**src/rtl/trigger_pkg.sv**
```systemverilog
// Shared types and default constants for the go/stop trigger generator.
// Holds the holdoff FSM state encoding and the counter-width helper.
package trigger_pkg;

  localparam int DEF_DEBOUNCE_CYCLES = 4;
  localparam int DEF_HOLDOFF_CYCLES  = 8;

  // Two-bit encoding leaves spare codes so recovery from a corrupted state is explicit.
  typedef enum logic [1:0] {
    ST_IDLE    = 2'b00,
    ST_HOLDOFF = 2'b01
  } trig_state_e;

  function automatic int cnt_width(input int n);
    return (n > 1) ? $clog2(n) : 1;
  endfunction

endpackage

```
**src/rtl/btn_debounce.sv**
```systemverilog
// Per-button 2-flop synchronizer, counter-qualified debounce and rising-edge detect.
// o_rise is high for exactly one cycle after the debounced level goes high.
module btn_debounce
  import trigger_pkg::*;
#(
  parameter int p_DEBOUNCE_CYCLES = DEF_DEBOUNCE_CYCLES
) (
  input  logic i_clk,
  input  logic i_rst_n,
  input  logic i_btn,
  output logic o_level,
  output logic o_rise
);

  localparam int                  lp_CNT_W   = cnt_width(p_DEBOUNCE_CYCLES);
  localparam logic [lp_CNT_W-1:0] lp_CNT_MAX = lp_CNT_W'(p_DEBOUNCE_CYCLES - 1);

  logic                r_sync1;
  logic                r_sync2;
  logic                r_level;
  logic                r_level_d;
  logic [lp_CNT_W-1:0] r_cnt;

  // NOTE: reset is synchronous, so every flop (including the counter) clears only on a clock edge.
  always_ff @(posedge i_clk) begin
    if (!i_rst_n) begin
      r_sync1   <= 1'b0;
      r_sync2   <= 1'b0;
      r_level   <= 1'b0;
      r_level_d <= 1'b0;
      r_cnt     <= '0;
    end else begin
      r_sync1   <= i_btn;
      r_sync2   <= r_sync1;
      r_level_d <= r_level;
      if (r_sync2 == r_level) begin
        r_cnt <= '0;
      end else if (r_cnt == lp_CNT_MAX) begin
        r_level <= r_sync2;
        r_cnt   <= '0;
      end else begin
        r_cnt <= r_cnt + lp_CNT_W'(1);
      end
    end
  end

  assign o_level = r_level;
  assign o_rise  = r_level & ~r_level_d;

endmodule

```
**src/rtl/go_stop_trigger_gen.sv**
```systemverilog
// Go/stop trigger generator: debounced buttons feed a holdoff FSM that emits
// registered one-cycle go/stop strobes and a busy flag during holdoff.
module go_stop_trigger_gen
  import trigger_pkg::*;
#(
  parameter int p_DEBOUNCE_CYCLES = DEF_DEBOUNCE_CYCLES,
  parameter int p_HOLDOFF_CYCLES  = DEF_HOLDOFF_CYCLES
) (
  input  logic i_clk,
  input  logic i_rst_n,
  input  logic i_btn_go,
  input  logic i_btn_stop,
  output logic o_go,
  output logic o_stop,
  output logic o_busy
);

  localparam int                   lp_HOLD_W    = cnt_width(p_HOLDOFF_CYCLES);
  localparam logic [lp_HOLD_W-1:0] lp_HOLD_LOAD = lp_HOLD_W'(p_HOLDOFF_CYCLES - 1);

  logic w_go_level, w_go_rise;
  logic w_stop_level, w_stop_rise;
  // Debounced levels are not needed here; tie them off into one named sink.
  logic w_unused_levels;

  trig_state_e          r_state, w_state_nxt;
  logic [lp_HOLD_W-1:0] r_hold_cnt, w_hold_cnt_nxt;
  logic                 r_go, r_stop, r_busy;
  logic                 w_go_nxt, w_stop_nxt, w_busy_nxt;

  btn_debounce #(.p_DEBOUNCE_CYCLES(p_DEBOUNCE_CYCLES)) u_db_go (
    .i_clk   (i_clk),
    .i_rst_n (i_rst_n),
    .i_btn   (i_btn_go),
    .o_level (w_go_level),
    .o_rise  (w_go_rise)
  );

  btn_debounce #(.p_DEBOUNCE_CYCLES(p_DEBOUNCE_CYCLES)) u_db_stop (
    .i_clk   (i_clk),
    .i_rst_n (i_rst_n),
    .i_btn   (i_btn_stop),
    .o_level (w_stop_level),
    .o_rise  (w_stop_rise)
  );

  assign w_unused_levels = w_go_level ^ w_stop_level;

  // NOTE: combinational block assigns every output a default first, so no latch is inferred.
  always_comb begin
    w_state_nxt    = r_state;
    w_hold_cnt_nxt = r_hold_cnt;
    w_go_nxt       = 1'b0;
    w_stop_nxt     = 1'b0;
    w_busy_nxt     = 1'b0;
    case (r_state)
      ST_IDLE: begin
        if (w_stop_rise) begin
          w_stop_nxt = 1'b1;
        end else if (w_go_rise) begin
          w_go_nxt       = 1'b1;
          w_busy_nxt     = 1'b1;
          w_hold_cnt_nxt = lp_HOLD_LOAD;
          w_state_nxt    = ST_HOLDOFF;
        end
      end
      ST_HOLDOFF: begin
        // Go rises here are dropped; stop aborts the holdoff immediately.
        if (w_stop_rise) begin
          w_stop_nxt     = 1'b1;
          w_hold_cnt_nxt = '0;
          w_state_nxt    = ST_IDLE;
        end else if (r_hold_cnt == '0) begin
          w_state_nxt = ST_IDLE;
        end else begin
          w_hold_cnt_nxt = r_hold_cnt - lp_HOLD_W'(1);
          w_busy_nxt     = 1'b1;
        end
      end
      default: begin
        w_state_nxt    = ST_IDLE;
        w_hold_cnt_nxt = '0;
      end
    endcase
  end

  always_ff @(posedge i_clk) begin
    if (!i_rst_n) begin
      r_state    <= ST_IDLE;
      r_hold_cnt <= '0;
      r_go       <= 1'b0;
      r_stop     <= 1'b0;
      r_busy     <= 1'b0;
    end else begin
      r_state    <= w_state_nxt;
      r_hold_cnt <= w_hold_cnt_nxt;
      r_go       <= w_go_nxt;
      r_stop     <= w_stop_nxt;
      r_busy     <= w_busy_nxt;
    end
  end

  assign o_go   = r_go;
  assign o_stop = r_stop;
  assign o_busy = r_busy;

endmodule

```
**config.mk**
```make
export PLATFORM = sky130hd
export DESIGN_NAME = go_stop_trigger_gen
export DESIGN_NICKNAME = d
export VERILOG_FILES = /design/src/rtl/trigger_pkg.sv /design/src/rtl/btn_debounce.sv /design/src/rtl/go_stop_trigger_gen.sv
export SDC_FILE = /design/constraint.sdc
export NUM_CORES = 1
export LEC_CHECK = 0
export ABC_AREA = 1
export ABC_CLOCK_PERIOD_IN_PS = 1530
export CAP_MARGIN = 10
export CORE_MARGIN = 5
export CORE_UTILIZATION = 53
export CTS_BUF_LIST = sky130_fd_sc_hd__clkbuf_8 sky130_fd_sc_hd__clkbuf_16
export DETAILED_ROUTE_END_ITERATION = 10
export GPL_ROUTABILITY_DRIVEN = 0
export GPL_TIMING_DRIVEN = 0
export PLACE_DENSITY_LB_ADDON = 0.15
export REMOVE_ABC_BUFFERS = 1
export SLEW_MARGIN = 25
export SYNTH_ARGS = -nofsm -noshare
export SYNTH_HDL_FRONTEND = slang
export SYNTH_SLANG_ARGS = --single-unit
export TNS_END_PERCENT = 10
```
**constraint.sdc**
```tcl
create_clock -name i_clk -period 1.53 [get_ports i_clk]
set_clock_uncertainty 0.2 [all_clocks]
set_input_delay 0.153 -clock i_clk [delete_from_list [all_inputs] [get_ports i_clk]]
set_output_delay 0.153 -clock i_clk [all_outputs]
set_load 0.05 [all_outputs]
```
Word level (Yosys, flattened, before mapping):

Index checks and enable logic that the tools add are counted.

* $add $sub $neg: 3
* equal/unequal tests: 9
* muxes and demuxes: 16
* bitwise logic cells: 7
* reductions and logical operators: 11

Operators by type and width (number)
* two-way mux 3 bit: 4
* two-way mux 2 bit: 4
* AND reduction 2 bit: 4
* != test 3 x 2 -> 1 bit (second input constant): 2
* one-hot mux 3 bit (2 select lines): 1
* AND reduction 3 bit: 2
* OR reduction 3 bit: 2
* two-way mux 1 bit: 5
* inverter 1 bit: 5
* adder 2 x 1 -> 2 bit (second input constant): 2
* == test 2 bit (second input constant): 2
* one-hot mux 2 bit (2 select lines): 1
* zero test 3 bit: 1
* subtractor 3 x 1 -> 3 bit (second input constant): 1
* bitwise AND 1 bit: 2
* == test 1 bit: 2
* == test 2 x 1 -> 1 bit (second input constant): 1
* zero test 2 bit: 1
* != test 2 x 1 -> 1 bit (second input constant): 1
* != test 2 bit (second input constant): 1
* one-hot mux 1 bit (2 select lines): 1
* OR reduction 2 bit: 1

* register bits: 20
* input bits: 4
* output and inout port bits: 3
* word-level logic and storage cells: 61

Depth between registers and ports, before layout:

* word-level depth: 5
* depth in mapped cells: 9
* gate-level depth less buffers: 9

Modules after synthesis:

A second synthesis with hierarchy kept.

* cell total of the unflattened synthesis: 96
* area, all modules: 739.5 um^2

By module, submodules not included
* btn_debounce: times used 2, cells each 26, area an instance 215.2 um^2, seq. area each 120.1 um^2
* go_stop_trigger_gen: times used 1, cells each 44, area an instance 309.0 um^2, seq. area each 140.1 um^2

Worst setup path before layout:

OpenSTA, ideal clock, no wires.

* path kind: flip-flop to flip-flop
* start point: reg r_hold_cnt[0]
* end point: reg r_hold_cnt[0]
* library setup time: 114 ps
* arrival: 1032 ps
* required time: 1216 ps
* slack: 184 ps
* stages on the path, launching flop included: 10
* path buffers: 0
* period minus slack after synthesis: 1346 ps
* cells stage by stage: dfxtp_1 -> inv_1 -> ha_1 -> nand3_1 -> nor2_2 -> clkinv_1 -> nand2_1 -> nand2_1 -> nand2_1 -> nor2_2

* longest elaborated chain between the ends: 4
* elaborated cells between the ends (all ways): 7
* those cells by class: add/sub (1); eq/ne (1); mux (3); reduce/logical (2)

RTL lines
* start, declared: RTL line go_stop_trigger_gen.sv:27 `logic [lp_HOLD_W-1:0] r_hold_cnt, w_hold_cnt_nxt;`
* start signal, assigned: RTL line go_stop_trigger_gen.sv:96 `r_hold_cnt <= w_hold_cnt_nxt;`
* subtractor 3 x 1 -> 3 bit: RTL line go_stop_trigger_gen.sv:76 `w_hold_cnt_nxt = r_hold_cnt - lp_HOLD_W'(1);`
* two-way mux 3 bit: RTL line go_stop_trigger_gen.sv:73 `end else if (r_hold_cnt == '0) begin`
* two-way mux 3 bit: RTL line go_stop_trigger_gen.sv:69 `if (w_stop_rise) begin`
* one-hot mux 3 bit (2 select lines): RTL line go_stop_trigger_gen.sv:56 `case (r_state)`

Parallel ways exist; a longest one is shown, timed or not. The select of a mux whose other input is x is not followed.
A chain may end at the register's enable or synchronous reset.

Final worst setup path:

* start point: reg r_stop, in the netlist o_stop
* end point: out o_stop

RTL lines
* start, declared: RTL line go_stop_trigger_gen.sv:28 `logic r_go, r_stop, r_busy;`
* start signal, assigned: RTL line go_stop_trigger_gen.sv:98 `r_stop <= w_stop_nxt;`
* end, declared: RTL line go_stop_trigger_gen.sv:14 `output logic o_stop,`

No word-level cell between the ends.

==> summary by stage <==
Pwr
Dividing total power by cell area gives a power density of around 960 mW/mm². The design draws slightly below 0.9 mW. In this run the static leakage power is 0.429 nW. IR analysis of the VDD net gives a maximum drop of around 730 µV.

Setup path
STA classifies the critical path endpoint as an output pin. The critical path's largest stage delay is roughly 0.52 ns. The register-to-register setup slack is between 0.1 and 0.15 ns. The critical path goes through dlygate4sd2_1.

Together, buffers and inverters on the worst path number 1. The kind of cell adding the most delay to the critical path is buffers and inverters. Along the worst path, the maximum fanout reaches 1. The worst setup path is launched from a register. The class of the most critical setup path is reg2out. The cell type of the slowest stage on the worst timing path is sky130_fd_sc_hd__dlygate4sd2_1. The arrival time of the worst setup path is roughly 1.1 ns. The required arrival time at the worst endpoint is approximately 1.2 ns.

GRT
The number of global-route vias before repair was 501. The global-route wire length before repair is around 2000 µm. The pin count of the biggest net entering global routing is 17. The total congestion overflow after global routing is 0. The overall track demand over capacity in global routing is 0.108. The number of antenna violations at the first check in global routing is 0.

STA
The highest clock rate is approximately 0.69 GHz. The slew at the pin with the worst max-slew slack is 0.495 ns. Setup repair after global routing left no endpoint under its margin.

The post-route clock period utilization is 0.943. The number of pins exceeding their max-slew limit in the final report was 0. Setup violations remaining at the end of the flow were counted as 0. The clock period could shrink to ~1.4 ns. The final hold violation count is 0. The headroom to the max-slew limit is 0.669.

Floorplanning
The floorplan has 14 rows. The initial standard-cell utilization of the core is 0.541. The die extent in y is 48.5 µm.

The region available for standard cell placement spans about 0.0015 mm². The floorplan die width is approximately 49 µm. The area enclosed by the die boundary is ~0.0024 mm². 7 I/O pins were placed.

Clock network
CTS built an H-tree with a depth of 1. The worst-skew pair later-pin latency is between 0.2 and 0.3 ns. The number of buffers added by the clock tree synthesis step is 3.

The quantity of hold-fixing buffers added after cts is 0. The post-CTS setup buffer count is 0. The cell at the root of the clock tree is sky130_fd_sc_hd__clkbuf_8.

The TritonCTS clock tree is built. Counting along the longest clock path gives a buffer depth of 2. The number of clock sinks is 19. The register clock-pin slew on the reported worst setup and hold paths is roughly 0.07 ns.

Yosys
The number of distinct library cells after synthesis is 18. The number of warning messages in the yosys log is 0. Of the synthesized area, sequential elements account for 0.483. The post-synthesis cell area is just under 800 µm². In the synthesized netlist, the number of instances is 100.

The mean instance size in the synthesized netlist is approximately 7.9 µm². The post-synthesis register bit count is 19.

Placement
The half-perimeter wire length after placement is about 830 µm. Buffers placed on the I/O ports in this run total 6. The number of placed instances, taps included, is between 100 and 150.

Drt
The count of unresolved DRC violations after routing is 0. The DRC violation total after the first TritonRoute iteration is 15. The wire length on met1 is approximately 600 µm. After detailed routing, no signal wire sits above met3. For this block, the via count after detailed routing is 577. The wire length on met3 is about 36 µm. The first-pass iteration count of the detailed router is 4.

The average vias per placed instance is ~4.6. Dividing the detail-routed wire length by the instance count gives between 9 and 10 µm. The final wirelength is approximately 1200 µm. The detail route stage leaves a number of antenna-violating nets equal to 0.

After detailed routing, the met2 layer carries roughly 540 µm of wire.

Flow run
Max-cap violations in this run came to 0.

Run status
The flow ran to the end, and the final reports show no timing, DRC or antenna violations.

Final layout
Compared with the post-synthesis result, the final layout area differs by 15.9%. The fill cell instance count of the final layout is between 100 and 150. The fraction of final layout cells sized beyond drive strength 1 is 0.174. The final antenna diode count is 0. The share of the core filled with cells in the final layout is 0.627.

At the end of the flow, the number of nets in the layout was 118. In the layout the commonest cells are 19 x sky130_fd_sc_hd__nand2_1, 19 x sky130_fd_sc_hd__dfxtp_1, 18 x sky130_fd_sc_hd__inv_1, 11 x sky130_fd_sc_hd__nor2_1, 5 x sky130_fd_sc_hd__a21oi_1. For this run, the number of standard cells in the final layout without fillers is about 130.

Min path
In this run the worst hold path is classified as reg2reg.
[synthesized netlist by cell type]
master,count,area (µm²)
sky130_fd_sc_hd__inv_1,19,71.3
sky130_fd_sc_hd__a31o_2,1,8.76
sky130_fd_sc_hd__nor2_4,2,22.5
sky130_fd_sc_hd__buf_2,1,5.00
sky130_fd_sc_hd__clkinv_1,1,3.75
sky130_fd_sc_hd__o21ai_0,3,15.0
sky130_fd_sc_hd__nor2_1,11,41.3
sky130_fd_sc_hd__nand2_2,3,18.8
sky130_fd_sc_hd__o211ai_1,2,15.0
sky130_fd_sc_hd__a21oi_1,5,25.0
sky130_fd_sc_hd__a31o_1,1,8.76
sky130_fd_sc_hd__nand3_1,3,15.0
sky130_fd_sc_hd__inv_2,1,3.75
sky130_fd_sc_hd__ha_1,4,50.1
sky130_fd_sc_hd__nor2_2,3,18.8
sky130_fd_sc_hd__nand2_1,20,75.1
sky130_fd_sc_hd__dfxtp_1,19,380
sky130_fd_sc_hd__a21oi_2,1,8.76
[final cells by class]
cell class / instances / area (µm²) / area share
clock buffer: 3 / 41.3 / 0.0453
clock inverter: 1 / 7.51 / 0.00823
inverter: 21 / 78.8 / 0.0864
multi-input combinational: 59 / 328 / 0.359
sequential: 19 / 380 / 0.417
tap: 16 / 20.0 / 0.0219
timing repair buffer: 6 / 56.3 / 0.0617
[metrics by stage]
| step | TNS, ns | instance area [µm²] | hold WS, ns | worst slack, ns |
|---|---|---|---|---|
| 5_1_grt | 0 | 912 | 0.216 | 0.0116 |
| 3_5_place_dp | -0.275 | 862 | 0.207 | -0.0918 |
| 2_1_floorplan | 0 | 782 | 0.0465 | 0.184 |
| 3_3_place_gp | -0.258 | 862 | 0.192 | -0.101 |
| 4_1_cts | 0 | 907 | 0.220 | 0.0786 |
| 6_report | 0 | 912 | 0.222 | 0.0872 |
[timing repair]
| action | in CTS | in global routing |
|---|---|---|
| resized for setup | 3 | 4 |
| setup endpoints to repair | 3 | 1 |
| pin swaps | 0 | 1 |
[final timing paths]
kind / from / endpoint / cells after the start
max: o_stop / o_stop / 1
min reg2reg: u_db_stop.r_cnt[0] / u_db_stop.r_cnt[0] / 1
max reg2reg: r_hold_cnt[1] / r_hold_cnt[0] / 9
min: u_db_stop.r_cnt[0] / u_db_stop.r_cnt[0] / 1
[power breakdown]
| group | leakage [nW] | internal (mW) | switching, mW |
|---|---|---|---|
| Combinational | 0.253 | 0.0112 | 0.0120 |
| Sequential | 0.154 | 0.501 | 0.00324 |
| Clock | 0.0217 | 0.183 | 0.165 |
| Total | 0.429 | 0.695 | 0.180 |
[kinds of logic (layout without fill, tap and decap cells)]
kind of cell	count (synthesis)	in the layout	share of synthesized area
AND/OR/NAND/NOR	42	42	0.243
buffers and inverters	22	31	0.107
flip-flops	19	19	0.483
AO/OA/AOI/OAI	13	13	0.103
adder cells (fa/ha/maj)	4	4	0.0636
[registers in the layout (all words and copies together) (netlist names)]
name / flops
u_db_stop.r_level_d: 1
u_db_stop.r_sync1: 1
r_hold_cnt: 3
u_db_stop.r_cnt: 2
u_db_stop.o_level: 1
u_db_stop.r_sync2: 1
u_db_go.o_level: 1
u_db_go.r_sync2: 1
o_go: 1
u_db_go.r_level_d: 1
r_state: 1
o_stop: 1
u_db_go.r_cnt: 2
o_busy: 1
u_db_go.r_sync1: 1
[layer usage]
| layer | global-route usage | vias to the layer above |
|---|---|---|
| met2 | 0.161 | 4 |
| met1 | 0.129 | 252 |
| met4 | 0.0673 | 0 |
| met5 | 0 | - |
| met3 | 0.0399 | 0 |
| li1 | - | 321 |
[worst register-to-register path: stages, from the launching register on]
cell	delay [ns]
sky130_fd_sc_hd__dfxtp_1	0.31
sky130_fd_sc_hd__inv_1	0.08
sky130_fd_sc_hd__ha_2	0.19
sky130_fd_sc_hd__nand3_1	0.09
sky130_fd_sc_hd__nor2_2	0.20
sky130_fd_sc_hd__inv_2	0.05
sky130_fd_sc_hd__nand2_2	0.06
sky130_fd_sc_hd__nand2_1	0.05
sky130_fd_sc_hd__nand2_1	0.06
sky130_fd_sc_hd__nor2_2	0.04
(Power assumes the default switching activity.)
